File: config.mk
export PLATFORM = sky130hd
export DESIGN_NAME = mult32x32_feeder
export DESIGN_NICKNAME = d
export VERILOG_FILES = /design/src/rtl/mult_pkg.sv /design/src/rtl/operand_fifo.sv /design/src/rtl/mult32x32_feeder.sv
export SDC_FILE = /design/constraint.sdc
export NUM_CORES = 1
export LEC_CHECK = 0
export ABC_CLOCK_PERIOD_IN_PS = 2900
export CAP_MARGIN = 25
export CORE_UTILIZATION = 40
export DETAILED_ROUTE_END_ITERATION = 8
export PLACE_DENSITY_LB_ADDON = 0.1
export SLEW_MARGIN = 10
export SYNTH_ARGS = -nofsm -noshare
export SYNTH_HDL_FRONTEND = slang
export SYNTH_HIERARCHICAL = 1
export SYNTH_SLANG_ARGS = --single-unit
File: constraint.sdc
create_clock -name clk -period 2.9 [get_ports clk]
set_clock_uncertainty 0.05 [all_clocks]
set_input_delay 0.725 -clock clk [delete_from_list [all_inputs] [get_ports clk]]
set_output_delay 0.725 -clock clk [all_outputs]
set_load 0.005 [all_outputs]
File: src/rtl/mult_pkg.sv
// Shared types and constants for the mult32x32 operand feeder.
package mult_pkg;

    localparam int unsigned OP_W          = 32;
    localparam int unsigned PROD_W        = 64;
    localparam int unsigned START_TIMEOUT = 2;

    typedef enum logic [2:0] {
        IDLE,
        START,
        WAIT_HI,
        WAIT_LO,
        DONE
    } feed_state_t;

    typedef struct packed {
        logic [OP_W-1:0] a;
        logic [OP_W-1:0] b;
    } operand_t;

endpackage

File: src/rtl/operand_fifo.sv
// Synchronous operand FIFO with wrap-around pointers; push/pop are ignored when full/empty.
module operand_fifo
    import mult_pkg::*;
#(
    parameter int unsigned DEPTH = 4
) (
    input  logic                   clk,
    input  logic                   reset,
    input  logic                   push,
    input  operand_t               din,
    input  logic                   pop,
    output operand_t               dout,
    output logic                   full,
    output logic                   empty,
    output logic [$clog2(DEPTH):0] count
);

    localparam int unsigned AW = $clog2(DEPTH);
    localparam int unsigned CW = AW + 1;

    operand_t        mem [DEPTH];
    logic [AW-1:0]   wr_ptr;
    logic [AW-1:0]   rd_ptr;
    logic            do_push;
    logic            do_pop;

    assign full    = (count == CW'(DEPTH));
    assign empty   = (count == '0);
    assign do_push = push && !full;
    assign do_pop  = pop && !empty;
    assign dout    = mem[rd_ptr];

    // Storage carries no reset; the pointers and count define what is valid.
    always_ff @(posedge clk) begin
        if (do_push) begin
            mem[wr_ptr] <= din;
        end
    end

    always_ff @(posedge clk or negedge reset) begin
        if (!reset) begin
            wr_ptr <= '0;
            rd_ptr <= '0;
            count  <= '0;
        end else begin
            if (do_push) begin
                wr_ptr <= wr_ptr + AW'(1);
            end
            if (do_pop) begin
                rd_ptr <= rd_ptr + AW'(1);
            end
            unique case ({do_push, do_pop})
                2'b10:   count <= count + CW'(1);
                2'b01:   count <= count - CW'(1);
                default: count <= count;
            endcase
        end
    end

endmodule

File: src/rtl/mult32x32_feeder.sv
// Issues queued operand pairs to a non-pipelined mult32x32 one at a time and
// captures each product into a valid/ready output holding register.
module mult32x32_feeder
    import mult_pkg::*;
#(
    parameter int unsigned DEPTH = 4
) (
    input  logic                   clk,
    input  logic                   reset,
    input  logic                   in_valid,
    output logic                   in_ready,
    input  logic [OP_W-1:0]        in_a,
    input  logic [OP_W-1:0]        in_b,
    output logic                   out_valid,
    input  logic                   out_ready,
    output logic [PROD_W-1:0]      out_product,
    output logic                   mul_start,
    output logic [OP_W-1:0]        mul_a,
    output logic [OP_W-1:0]        mul_b,
    input  logic                   mul_busy,
    input  logic [PROD_W-1:0]      mul_product,
    output logic [$clog2(DEPTH):0] pending
);

    localparam int unsigned TO_W = (START_TIMEOUT > 1) ? $clog2(START_TIMEOUT) : 1;

    feed_state_t     state;
    logic [TO_W-1:0] wait_cnt;
    operand_t        fifo_head;
    logic            fifo_full;
    logic            fifo_empty;
    logic            fifo_push;
    logic            fifo_pop;

    assign in_ready  = !fifo_full;
    assign fifo_push = in_valid && !fifo_full;
    assign fifo_pop  = (state == START);

    operand_fifo #(
        .DEPTH (DEPTH)
    ) u_fifo (
        .clk   (clk),
        .reset (reset),
        .push  (fifo_push),
        .din   ('{a: in_a, b: in_b}),
        .pop   (fifo_pop),
        .dout  (fifo_head),
        .full  (fifo_full),
        .empty (fifo_empty),
        .count (pending)
    );

    // Operands are latched on entry to START so mul_start and mul_a/mul_b appear together.
    always_ff @(posedge clk or negedge reset) begin
        if (!reset) begin
            state       <= IDLE;
            wait_cnt    <= '0;
            mul_start   <= 1'b0;
            mul_a       <= '0;
            mul_b       <= '0;
            out_valid   <= 1'b0;
            out_product <= '0;
        end else begin
            mul_start <= 1'b0;
            if (out_valid && out_ready) begin
                out_valid <= 1'b0;
            end

            unique case (state)
                IDLE: begin
                    if (!fifo_empty) begin
                        state     <= START;
                        mul_start <= 1'b1;
                        mul_a     <= fifo_head.a;
                        mul_b     <= fifo_head.b;
                    end
                end
                START: begin
                    state    <= WAIT_HI;
                    wait_cnt <= '0;
                end
                WAIT_HI: begin
                    // A multiplier that never raises busy is treated as already finished.
                    if (mul_busy || wait_cnt == TO_W'(START_TIMEOUT - 1)) begin
                        state <= WAIT_LO;
                    end else begin
                        wait_cnt <= wait_cnt + TO_W'(1);
                    end
                end
                WAIT_LO: begin
                    if (!mul_busy) begin
                        state <= DONE;
                    end
                end
                DONE: begin
                    if (!out_valid || out_ready) begin
                        out_product <= mul_product;
                        out_valid   <= 1'b1;
                        if (!fifo_empty) begin
                            state     <= START;
                            mul_start <= 1'b1;
                            mul_a     <= fifo_head.a;
                            mul_b     <= fifo_head.b;
                        end else begin
                            state <= IDLE;
                        end
                    end
                end
                default: state <= IDLE;
            endcase
        end
    end

endmodule

==> flow_summary.yaml <==
run_status:
  outcome: "complete, no violations"
setup_path:
  r2r-end: "u_fifo/count[2]$_DFFE_PN0P_"
  cp_top_family: "buffers and inverters"
  start_kind: "flop"
  criticalPathCategory: "flop to output port"
  cpMaxStageDelayCell: "dfrtp_1"
  cp-end-kind: "output port"
  r2r_setup_slack_ps: 640
  reg2reg_from: "u_fifo/count[0]$_DFFE_PN0P_"
  crit_chain: "nor3b_2 -> inv_1 -> clkdlybuf4s50_1"
  cp.required_ps: 2120
  cp.arrival_ps: 1770
  worst-path-buf-inv: 2
  rr_worst_depth: 10
  cp_max_fo: 5
  cpPeakStageDelay_ps: 440
routing:
  first_pass_iters: 4
  via_per_inst: 4.756
  wl_um: 31480
  num_vias: 7238
  drt_iter0_drc: 246
  drc: 0
  wl_per_cell_um: 20.68
  ant_nets: 0
global_route:
  grt_max_degree: 66
  gr-total-overflow: 0
  grt_util_all_layers_pct: 16.73
  grt_pass1_vias: 7805
  grt_pass1_wl_um: 48220
  antenna_found_initial: 3
clock_network:
  cts-root-buf: "clkbuf_16"
  cts_buffers: 44
  worstSkewPairLatency_ps: 560
  cts.clk_slew.worst_paths_ps: 60
  cts.path.max_buffers: 3
  htree_num_levels: 2
  cts.sinks: 397
  post_cts_buffers: 0
  cts_hold_buf: 0
  post_cts_resize_count: 0
  cts_tree: "built"
timing:
  maxSlewHeadroom_pct: 64.07
  period_needed_ps: 2547
  rsz0062_at_grt: "no"
  timing.hold.ws_ps: 55.47
  final_hold_viol_count: 0
  finalSetupViolCount: 0
  fin_crit_sh_pct: 87.82
  finalSetupTns_ps: 0
  max_slew.worst_pin.slew_ps: 538.9
  report.final.slew_viol_count: 0
  fmax_ghz: 0.3926
synth:
  ys.flop_type: "edfxtp_1"
  synth_area_leaders: "edfxtp_1 51%, dfrtp_1 23%, mux2_4 9.7%"
  ys_types: 34
  syn_area_sq_um: 15110
  postSynthAreaPerCell_sq_um: 22.48
  yosys_register_bits: 397
  async_flop_share_pct: 35.52
  synth_warnings: 6
  yosysMostFrequentCell: "edfxtp_1"
  syn_inst: 672
  yosys.area.top_type: "edfxtp_1"
  ys_seq_area_share_pct: 74.24
  synth.top_cells.by_count: "256 x edfxtp_1, 141 x dfrtp_1, 98 x mux2_4"
  syn-num-nets: 811
  synth_top_cell_area_share_pct: 50.88
  synth-edff-count: 256
run:
  cap_violations: 0
place:
  place_hpwl_um: 19570
  gp_congestion: 0.7019
  numPortBuffers: 266
final_layout:
  fill_cells: 2888
  syn2layout_area_growth_pct: 33.18
  layout-drive-gt1-share_pct: 29.01
  nNetsFinal: 1120
die:
  initial_core_util_pct: 40.97
  die_h_um: 196.3
  rows: 70
  num_io_pins: 267
  fp.dieW_um: 196.3
  fp.dieArea_sq_um: 38550
  design.core.area_sq_um: 36870
pwr:
  p_per_area_nw_per_um2: 1070
  total_leakage_power_uw: 0.007673
  peakVddDrop_mv: 0.5998
worst_hold_path:
  hold_class: "input pin to async pin"
## final cells by class
class                   count  area, sq um  share of cell area, %
clock inverters            18        224.0                  1.113
repair buffers            291         3102                  15.42
well taps                 504        630.6                  3.134
flip-flops and latches    397        11220                  55.78
multi-input cells         235         3613                  17.96
diodes                      1        2.502                0.01244
clock buffers              64         1280                  6.362
inverters                  12        45.04                 0.2239
## power breakdown
group	switching [uW]	internal [uW]
Sequential	814	7870
Clock	2190	3510
Combinational	2570	4580
## state kept, by name (all words and copies together), names as in the netlist, 2 cells and up
signal / cells
u_fifo/count: 3
out_product: 64
u_fifo/wr_ptr: 2
mul_a: 32
mul_b: 32
state: 3
u_fifo/mem: 256
u_fifo/rd_ptr: 2
## cells by family after synthesis
| logic type | share of synthesized area, % |
|---|---|
| DFF | 74.24 |
| muxes | 21.66 |
| buffers and inverters | 1.963 |
| and+or+nand+nor | 1.019 |
| xor gates and xnor gates | 0.3479 |
| adders and majority gates | 0.5466 |
| AOI/OAI and AO/OA | 0.2319 |
## placed cells by master, fill, tap and decap left out, types with 2 or more instances in the layout
master             n
buf_4              5
inv_1             12
clkinv_1           5
xor2_1             3
dfrtp_4            2
nor2_1             2
clkdlybuf4s50_1  265
clkbuf_1          13
nand2b_1           2
dfrtp_1          139
buf_12            20
mux2_4            98
nor3_1             3
ha_1               5
nand2_1            4
mux2_2            31
clkbuf_8           4
mux4_2            64
xnor2_1            3
clkinv_2           6
bufinv_16          5
and2_4             4
edfxtp_1         256
clkbuf_16         47
## metrics by stage
step           power [uW]  area (sq um)  setup slack [ps]  std cells  util (%)
2_1_floorplan       12700         15110             502.9        672         -
3_3_place_gp        16050         18610             156.6       1439     50.48
3_5_place_dp        16090         18610             122.8       1439     50.48
4_1_cts             21920         20120             304.7       1521     54.56
5_1_grt             22660         20120             292.4       1521     54.56
6_report            21520         20120             353.1       1522     54.57
## metal layers
layer / GRT usage [%] / up-vias / part of all wire, %
li1: - / 3275 / -
met1: 22.28 / 3658 / 43
met2: 25.72 / 254 / 45
met3: 5.818 / 49 / 9.2
met4: 5.440 / 2 / 2.1
met5: 0 / - / 0.041
## worst max-delay path by stage
stage	from	to	slack, ps	depth (start not counted)
final	u_fifo/count[0]$_DFFE_PN0P_	in_ready	350	3
after detailed placement	in_valid	u_fifo/count[2]$_DFFE_PN0P_	120	10
after global routing	u_fifo/count[0]$_DFFE_PN0P_	in_ready	290	3
after CTS	u_fifo/count[0]$_DFFE_PN0P_	in_ready	300	3
after global placement	in_valid	u_fifo/count[2]$_DFFE_PN0P_	160	10
after floorplan	in_valid	u_fifo/mem[0][0]$_DFFE_PP_	500	3
(Power assumes the default switching activity.)
